--- src/rtl/spi_seq_pkg.sv ---
// Shared encodings for the SPI register sequencer: FSM states, frame op codes,
// sticky flag positions and the timeout filler word.
package spi_seq_pkg;

    typedef enum logic [2:0] {
        ST_IDLE,
        ST_CAPTURE,
        ST_REQ,
        ST_WAIT,
        ST_COMMIT
    } state_e;

    typedef enum logic [1:0] {
        OP_NOP  = 2'b00,
        OP_RD   = 2'b01,
        OP_WR   = 2'b10,
        OP_STAT = 2'b11
    } op_e;

    localparam int FLAG_ERR = 0;
    localparam int FLAG_TO  = 1;
    localparam int FLAG_OVR = 2;

    localparam logic [31:0] PEND_TIMEOUT = 32'hDEAD_DEAD;

    function automatic logic [31:0] status_word(input logic [7:0] tag,
                                                input logic [2:0] flags,
                                                input logic       busy);
        return {tag, 20'h0, flags[FLAG_OVR], flags[FLAG_TO], flags[FLAG_ERR], busy};
    endfunction

endpackage

--- src/rtl/spi_seq_sync.sv ---
// Two-flop synchroniser for the SPI chip select plus a one-cycle pulse on its rising edge.
module spi_seq_sync (
    input  logic clk_i,
    input  logic reset_i,
    input  logic ss_async_i,
    output logic ss_high_o,
    output logic frame_end_o
);

    logic ss_meta_q;
    logic ss_sync_q;
    logic ss_prev_q;

    // Reset to the idle (deselected) level so releasing reset never fakes a frame end.
    always_ff @(posedge clk_i or posedge reset_i) begin
        if (reset_i) begin
            ss_meta_q <= 1'b1;
            ss_sync_q <= 1'b1;
            ss_prev_q <= 1'b1;
        end else begin
            ss_meta_q <= ss_async_i;
            ss_sync_q <= ss_meta_q;
            ss_prev_q <= ss_sync_q;
        end
    end

    assign ss_high_o   = ss_sync_q;
    assign frame_end_o = ss_sync_q & ~ss_prev_q;

endmodule

--- src/rtl/spi_reg_sequencer.sv ---
// Converts SPI frames into single-word system bus reads/writes and returns data/status.
// state   | meaning
// IDLE    | waiting for a frame end
// CAPTURE | two cycles before sampling the SPI words, then launch or drop
// REQ     | bus_req high until granted
// WAIT    | granted, waiting for the response
// COMMIT  | result in pend, copied to reg_dout once SS is high
module spi_reg_sequencer
    import spi_seq_pkg::*;
#(
    parameter int DATA_WIDTH  = 32,
    parameter int ADDR_WIDTH  = 24,
    parameter int TIMEOUT_CYC = 1023
) (
    input  logic                    clk_i,
    input  logic                    reset_i,
    input  logic                    ss_async_i,
    input  logic [DATA_WIDTH-1:0]   reg_addr_i,
    input  logic [DATA_WIDTH-1:0]   reg_din_i,
    output logic                    bus_req_o,
    input  logic                    bus_gnt_i,
    output logic                    bus_we_o,
    output logic [ADDR_WIDTH-1:0]   bus_addr_o,
    output logic [DATA_WIDTH-1:0]   bus_wdata_o,
    output logic [DATA_WIDTH/8-1:0] bus_be_o,
    input  logic                    bus_rvalid_i,
    input  logic [DATA_WIDTH-1:0]   bus_rdata_i,
    input  logic                    bus_err_i,
    output logic [DATA_WIDTH-1:0]   reg_dout_o,
    output logic                    busy_o
);

    localparam int TMO_W = $clog2(TIMEOUT_CYC);

    logic ss_high;
    logic frame_end;

    spi_seq_sync u_sync (
        .clk_i       (clk_i),
        .reset_i     (reset_i),
        .ss_async_i  (ss_async_i),
        .ss_high_o   (ss_high),
        .frame_end_o (frame_end)
    );

    state_e                  state_q;
    logic                    cap_cnt_q;
    logic [TMO_W-1:0]        tmo_q;
    logic [7:0]              last_tag_q;
    logic [2:0]              flags_q, flags_d;
    logic                    is_stat_q;
    logic [DATA_WIDTH-1:0]   pend_q;
    logic                    bus_req_q, bus_we_q, busy_q;
    logic [ADDR_WIDTH-1:0]   bus_addr_q;
    logic [DATA_WIDTH-1:0]   bus_wdata_q, reg_dout_q;

    logic [7:0] cap_tag;
    op_e        cap_op;
    logic       timeout_hit;

    assign cap_tag     = reg_addr_i[DATA_WIDTH-1 -: 8];
    assign cap_op      = op_e'(reg_addr_i[1:0]);
    assign timeout_hit = (tmo_q == '0) &&
                         ((state_q == ST_REQ) || (state_q == ST_WAIT && !bus_rvalid_i));

    // Clear-on-status-commit first, so a flag raised in that same cycle survives.
    always_comb begin
        flags_d = flags_q;
        if (state_q == ST_COMMIT && ss_high && is_stat_q) flags_d = '0;
        if (frame_end && state_q != ST_IDLE)               flags_d[FLAG_OVR] = 1'b1;
        if (timeout_hit)                                   flags_d[FLAG_TO]  = 1'b1;
        if (state_q == ST_WAIT && bus_rvalid_i && bus_err_i) flags_d[FLAG_ERR] = 1'b1;
    end

    always_ff @(posedge clk_i or posedge reset_i) begin
        if (reset_i) begin
            state_q     <= ST_IDLE;
            cap_cnt_q   <= 1'b0;
            tmo_q       <= '0;
            last_tag_q  <= '0;
            flags_q     <= '0;
            is_stat_q   <= 1'b0;
            pend_q      <= '0;
            bus_req_q   <= 1'b0;
            bus_we_q    <= 1'b0;
            bus_addr_q  <= '0;
            bus_wdata_q <= '0;
            reg_dout_q  <= '0;
            busy_q      <= 1'b0;
        end else begin
            flags_q <= flags_d;
            case (state_q)
                ST_IDLE: begin
                    if (frame_end) begin
                        state_q   <= ST_CAPTURE;
                        cap_cnt_q <= 1'b0;
                    end
                end
                ST_CAPTURE: begin
                    if (!cap_cnt_q) begin
                        cap_cnt_q <= 1'b1;
                    end else if (cap_tag == last_tag_q || cap_op == OP_NOP) begin
                        state_q <= ST_IDLE;
                    end else begin
                        last_tag_q <= cap_tag;
                        busy_q     <= 1'b1;
                        is_stat_q  <= (cap_op == OP_STAT);
                        if (cap_op == OP_STAT) begin
                            pend_q  <= status_word(cap_tag, flags_d, busy_q);
                            state_q <= ST_COMMIT;
                        end else begin
                            bus_req_q   <= 1'b1;
                            bus_we_q    <= (cap_op == OP_WR);
                            bus_addr_q  <= {reg_addr_i[ADDR_WIDTH-1:2], 2'b00};
                            bus_wdata_q <= reg_din_i;
                            tmo_q       <= TMO_W'(TIMEOUT_CYC - 1);
                            state_q     <= ST_REQ;
                        end
                    end
                end
                ST_REQ: begin
                    if (timeout_hit) begin
                        bus_req_q <= 1'b0;
                        pend_q    <= PEND_TIMEOUT;
                        state_q   <= ST_COMMIT;
                    end else begin
                        tmo_q <= tmo_q - 1'b1;
                        if (bus_gnt_i) begin
                            bus_req_q <= 1'b0;
                            state_q   <= ST_WAIT;
                        end
                    end
                end
                ST_WAIT: begin
                    if (bus_rvalid_i) begin
                        if (!bus_we_q) pend_q <= bus_rdata_i;
                        state_q <= ST_COMMIT;
                    end else if (timeout_hit) begin
                        pend_q  <= PEND_TIMEOUT;
                        state_q <= ST_COMMIT;
                    end else begin
                        tmo_q <= tmo_q - 1'b1;
                    end
                end
                ST_COMMIT: begin
                    if (ss_high) begin
                        reg_dout_q <= pend_q;
                        busy_q     <= 1'b0;
                        state_q    <= ST_IDLE;
                    end
                end
                default: state_q <= ST_IDLE;
            endcase
        end
    end

    assign bus_req_o   = bus_req_q;
    assign bus_we_o    = bus_we_q;
    assign bus_addr_o  = bus_addr_q;
    assign bus_wdata_o = bus_wdata_q;
    assign bus_be_o    = '1;
    assign reg_dout_o  = reg_dout_q;
    assign busy_o      = busy_q;

endmodule

--- config.mk ---
export PLATFORM = sky130hd
export DESIGN_NAME = spi_reg_sequencer
export DESIGN_NICKNAME = d
export VERILOG_FILES = /design/src/rtl/spi_seq_pkg.sv /design/src/rtl/spi_seq_sync.sv /design/src/rtl/spi_reg_sequencer.sv
export SDC_FILE = /design/constraint.sdc
export NUM_CORES = 1
export LEC_CHECK = 0
export ABC_AREA = 1
export ABC_CLOCK_PERIOD_IN_PS = 4600
export CAP_MARGIN = 40
export CORE_ASPECT_RATIO = 0.75
export CORE_UTILIZATION = 35
export DETAILED_ROUTE_END_ITERATION = 7
export GPL_TIMING_DRIVEN = 1
export PLACE_DENSITY_LB_ADDON = 0.08
export RECOVER_POWER = 50
export SETUP_SLACK_MARGIN = 0.4
export SYNTH_ARGS = -nofsm -noshare
export SYNTH_HDL_FRONTEND = slang
export SYNTH_SLANG_ARGS = --single-unit
--- constraint.sdc ---
create_clock -name clk_i -period 4.6 [get_ports clk_i]
set_clock_uncertainty 0.2 [all_clocks]
set_input_delay 0.46 -clock clk_i [delete_from_list [all_inputs] [get_ports clk_i]]
set_output_delay 0.46 -clock clk_i [all_outputs]
set_load 0.1 [all_outputs]
==> results.toml <==
[status]
status = "finished with violations"
failed_checks = "max-capacitance violations, max-slew violations"

[clock_tree]
holdBufCountCts = 0
clock-root-buffer = "clkbuf_16"
cts_setup_buffers = 0
cts_tree = "yes"
clk_pin_slew_worst_paths_ns = 0.06
htree_num_levels = 4
clock_insertion_delay_worst_skew_ns = 0.42
clockBufferDepth = 2
cts_inserted_buffers = 17
postCtsResizedCells = 0
cts.sinks = 150

[logic_synthesis]
synth-warning-count = 0
synthArstFlopShare_pct = 100
synth_sequential_area_ratio_pct = 51.9
synth.cell_area_um2 = 7240
synth_cell_type_count = 33
ys_ff_latch = 150
netlist_instances = 900
syn_area_per_cell_um2 = 8.04
synthFlopType = "dfrtp_1"
synth_edf_count = 0

[final_layout]
layout_commonest_cell = "nand2_1"
n_antenna_cell = 0
flow.area_growth_from_synthesis_pct = 52.5
final_cell_mix = "389 x nand2_1, 187 x clkdlybuf4s50_1, 146 x dfrtp_1"
drive_gt1_share_pct = 10.2
design.final.nets = 1254

[critical_path]
slowest_stage = "clkdlybuf4s50_1"
end_kind = "register"
startpoint_type = "input pin"
worst_path_largest_cell_delay_ns = 0.84
cpMostUsedCell = "nand2_1"
crit_path_cell_trace = "clkdlybuf4s50_1, a21oi_4, nand3_2, nor3b_2, nand2_1, nand2_1, nand2_1"
critical-path-top-delay-family = "simple AND/OR/NAND/NOR gates"
worst_ep_required_time_ns = 4.70
ff2ff_setup_slack_ns = 1.62
timing.setup.critical_path_class = "in2reg"
setup.worst_path.start = "bus_rvalid_i"
cp_num_buf_inv = 1
rr_startpoint = "state_q[0]$_DFFE_PP0P_"
crit_path_max_fanout = 24
cp.arrival_ns = 3.19

[grt]
congestion_overflow_gr = 0
grt_antenna_before_repair = 0
grt_util_all_layers_pct = 21.1
wire_length_of_the_first_global_routing_pass_um = 35500
first_global_vias = 6816
largest_net_degree_at_the_start_of_global_routing = 58

[die]
num_io_pins = 197
dieWidth_um = 168
core-area_um2 = 20300
num_rows = 45
initial_utilization_pct = 35.7
die_y_um = 127
die_ar_um2 = 21300

[detailed_routing]
drt-total-wl_um = 21300
detailedRoute.firstIterationViolations = 463
firstDrtPassIters = 4
post_drt_wl_per_cell_um = 15.0
dr_total_vias = 6773
route.detailed.drc = 0
number_of_antenna_violating_nets_in_the_routed_design = 0
routed_via_density = 4.77

[sta]
period_minus_slack_ns = 3.09
min_period_over_period_pct = 67.2
max_slew_margin_pct = -33.8
setup_viol = 0
hold_viol = 0
worst_slew_pin_slew_ns = 2.01
max_freq_mhz = 324
setup_total_negative_slack_ns = 0
final-max-slew-violation-count = 38
rsz0062_at_grt = "false"

[placed_design]
io_buffers = 190
dp_hpwl_um = 14300
gpl.final_weighted_congestion = 0.779

[hold_path]
worst_hold_startpoint = "u_sync.ss_meta_q$_DFF_PP1_"
worstHoldPathType = "reg2reg"

[run]
cap_viol_max_count = 1
## final timing paths
| kind | end | depth (start not counted) |
|---|---|---|
| worst max register to register | tmo_q[8]$_DFFE_PP0P_ | 6 |
| max in group asynchronous | pend_q[14]$_DFFE_PP0P_ | 3 |
| worst min register to register | u_sync.ss_high_o$_DFF_PP1_ | 0 |
| worst min-delay path | u_sync.ss_high_o$_DFF_PP1_ | 0 |
| worst max-delay path | tmo_q[8]$_DFFE_PP0P_ | 7 |
| min in group asynchronous | reg_dout_o[10]$_DFFE_PP0N_ | 2 |
## synthesized netlist by cell type (all sizes together) (3+ instances only)
master	instances	area (um2)
nor2	21	124
clkbuf	11	41.3
xnor2	3	26.3
a31oi	11	68.8
nand2	393	1500
buf	51	334
nand4	58	369
dfstp	3	78.8
nand3	79	400
inv	63	236
o211ai	13	97.6
a21oi	7	57.6
dfrtp	147	3680
or2	5	31.3
o21ai	28	140
## registers in the layout, summed over array words and instances, names as in the netlist, 3 cells and up
name         cells
flags_q          3
bus_wdata_o     32
pend_q          32
last_tag_q       8
bus_addr_o      22
tmo_q           10
state_q          3
reg_dout_o      32
## metrics by stage
stage | instances | hold slack, ns | cell area [um2] | worst slack [ns] | util, %
floorplan | 904 | 0.145 | 7260 | 2.05 | -
global placement | 1299 | 0.146 | 9210 | 1.18 | 45.4
detailed placement | 1390 | 0.150 | 10900 | 1.10 | 53.9
CTS | 1421 | 0.112 | 11500 | 1.53 | 56.7
global route | 1421 | 0.172 | 11000 | 1.26 | 54.5
finish | 1421 | 0.159 | 11000 | 1.51 | 54.5
## worst register-to-register path, stage by stage (launching register included)
cell and delay, ns:
dfrtp_1 0.79, a21oi_4 0.11, nand3_2 0.43, nor3b_2 0.69, nand2_1 0.44, nand2_1 0.14, nand2_1 0.06
## layout make-up
cell class | count | area (um2)
multi-input cells | 629 | 2880
clock inverters | 14 | 145
repair buffers | 290 | 3260
fillers | 1892 | 9230
flip-flops and latches | 150 | 3760
inverters | 63 | 238
clock buffers | 17 | 425
well taps | 258 | 323
## cells by family after synthesis
family | count (synthesis) | share of synthesized area (%)
buffers and inverters | 125 | 8.45
and+or+nand+nor | 559 | 33.9
AOI/OAI and AO/OA | 60 | 5.13
adders and majority gates | 1 | 0.173
DFF | 150 | 51.9
xor gates and xnor gates | 3 | 0.363
other | 2 | 0.104
## routing by layer
layer / share of wire [%] / vias up / wire (um) / GRT usage [%]
met5: 0 / - / 0 / 0
met4: 0.98 / 0 / 210 / 5.83
met3: 3.8 / 17 / 807 / 4.15
met2: 46 / 146 / 9770 / 33.3
met1: 49 / 3222 / 10500 / 29.6
li1: - / 3388 / - / -
Power is left out: the tool's default activity adds up to more than one toggle a clock period on the data nets, which glitch-free logic cannot reach.
==> variant: new RTL, same settings <==
Change the package constant `PEND_TIMEOUT` from 32'hDEAD_DEAD to 32'h6F56EF56.
--- a/src/rtl/spi_seq_pkg.sv
+++ b/src/rtl/spi_seq_pkg.sv
@@ -23,3 +23,3 @@
 
-    localparam logic [31:0] PEND_TIMEOUT = 32'hDEAD_DEAD;
+    localparam logic [31:0] PEND_TIMEOUT = 32'h6F56EF56;
 
Behaviour: same outputs for any inputs over 10 cycles, from zero or initial values and one cycle with reset_i high; that may be too few to reach the edited logic, so the function may still have changed.
==> variant against the original RTL <==
Critical path type is now in2async. First-iteration DRC count shrank 1.7%. Wire length grew 1.9%. Worst setup slack lost 0.14 ns. Non-clock buffer count grew 2. Sequential cell count is the same. Synthesized area shrank 0.69%. Final area grew 1.2%. Largest cell class unchanged. The flow still finishes with violations (max-capacitance violations, max-slew violations).
Power is left out: the tool's default activity adds up to more than one toggle a clock period on the data nets, which glitch-free logic cannot reach.
==> variant: results (changes against the original RTL) <==
[metrics] number of buffers on the longest clock path: 2 (unchanged)
[metrics] share of post-route cells with drive strength above 1: 0.102 (about the same)
[metrics] class of the worst hold path: reg2reg
[metrics] largest cells by area after synthesis: sky130_fd_sc_hd__dfrtp_1, sky130_fd_sc_hd__nand2_1, sky130_fd_sc_hd__nand3_1
[metrics] number of DRC violations after detailed-routing iteration 0: 455 (-1.7%)
[metrics] total CTS buffers: 17 (unchanged)
[metrics] global-route wire length before repair: 35.6 mm (+0.25%)
[metrics] Adder-Cell Fraction of Synth Area: 0.00174 (+0.0000120)
[metrics] clock input transition at the sequential cells of the worst setup and hold paths: 0.06 ns (about the same)
[metrics] final number of max-transition violations: 63 (+66%)
[metrics] weighted congestion at the end of routability-driven global placement: 0.770 (-1.3%)
[metrics] antenna violations before repair: 0 (unchanged)
[metrics] clock latency on the worst-skew pair: 0.42 ns (about the same)
[metrics] post-cts resize count: 0 (unchanged)
[metrics] WL final: 21.7 mm (+1.9%)
[metrics] top fanout value on the critical path: 62 (+160%)
[metrics] fraction of the yosys area taken by sequential cells: 0.523 (+0.00361)
[metrics] Pre-antenna DRT Iters: 4 (unchanged)
[metrics] commonest cells in the synthesized netlist: sky130_fd_sc_hd__nand2_1, sky130_fd_sc_hd__dfrtp_1, sky130_fd_sc_hd__nand3_1
[metrics] all-layer global routing usage: 0.212 (+0.000591)
[metrics] proportion of synthesized area in mux cells: 0 (unchanged)
[metrics] share of synthesized flip-flops with an asynchronous set or reset: 1.00 (unchanged)
[metrics] violations in the final reports: max-capacitance violations, max-slew violations
[metrics] count of buffers from port buffering: 190 (unchanged)
[metrics] vias: 6789 (+0.24%)
[metrics] Setup Buffers After CTS: 0 (unchanged)
[metrics] Primary FF master, synth: sky130_fd_sc_hd__dfrtp_1
[metrics] largest net degree at the start of global routing: 63 (+8.6%)
[metrics] fraction of the mapped netlist area in compound gates: 0.0506 (-0.000687)
[metrics] fillcell total: 1839 (-2.8%)
[metrics] yosys warns: 0 (unchanged)
[metrics] Post-Synth XOR/XNOR Area: 0.00365 (+0.0000253)
[metrics] H-Tree Depth: 4 (unchanged)
[metrics] clock root buffer master: sky130_fd_sc_hd__clkbuf_16
[metrics] via count of the first global-routing pass: 6675 (-2.1%)
[metrics] result of the run: finished, violations left
[metrics] half-perimeter wire length after placement: 14.8 mm (+3.2%)
[metrics] post-synthesis cell type count: 32 (-3.0%)
[metrics] headroom to the max-slew limit: -0.0680 (+0.270)
[metrics] Crit path arrival time: 3.15 ns (-0.04 ns)
[metrics] number of max-cap violations: 1 (unchanged)
[metrics] Layout Nets: 1254 (unchanged)
[metrics] number of inserted diodes: 0 (unchanged)
-- variant: cell types whose count changed in the layout (fill, tap and decap cells not counted), sizes merged, moves of 4 or more --
cell,delta
inv,-7
bufinv,+6
clkbuf,+6
clkinvlp,-4
-- variant: logic make-up (layout without fill, tap and decap cells) --
| family | count (synthesis) | count (layout) |
|---|---|---|
| compound gates | 60 | 60 |
| xor+xnor | 3 | 3 |
| fa+ha+maj | 1 | 1 |
| buf+inv | 123 | 385 |
| flops | 150 | 150 |
| other cells | 2 | 6 |
| simple gates | 559 | 559 |
-- variant: per-stage QoR --
stage	instance area (um^2)	cells	setup slack [ns]
after global placement	9180	1299	1.29
after detailed placement	10900	1390	1.33
after floorplan	7210	902	2.05
after CTS	11600	1422	1.49
after global routing	11200	1422	0.733
final	11200	1422	1.37
-- variant: layout make-up --
type	instances	area, um^2	share of cell area
clock buffer	21	460	0.0412
inverter	61	230	0.0206
timing repair buffer	292	3300	0.296
clock inverter	11	244	0.0218
sequential	150	3760	0.336
tap	258	323	0.0289
multi-input combinational	629	2850	0.255
-- variant: final timing paths --
check | start | to | slack, ns | cells past startpoint
max | reset_i | cap_cnt_q | 1.37 | 3
min | u_sync.ss_meta_q | u_sync.ss_high_o | 0.16 | 0
max reg2reg | state_q[0] | reg_dout_o[17] | 1.45 | 6
min reg2reg | u_sync.ss_meta_q | u_sync.ss_high_o | 0.16 | 0
max in group clk_i | state_q[0] | reg_dout_o[17] | 1.45 | 6
min in group asynchronous | reset_i | bus_wdata_o[11] | 0.61 | 2
-- variant: layer usage --
metal / GRT usage / wire length (um)
met1: 0.293 / 10300
met2: 0.335 / 10100
met3: 0.0396 / 1030
met4: 0.0685 / 330
met5: 0 / 0
-- variant: worst max-delay path: stages --
cell                            delay [ns]
sky130_fd_sc_hd__dlygate4sd3_1        0.54
sky130_fd_sc_hd__clkinvlp_2           0.82
sky130_fd_sc_hd__clkbuf_2             1.30
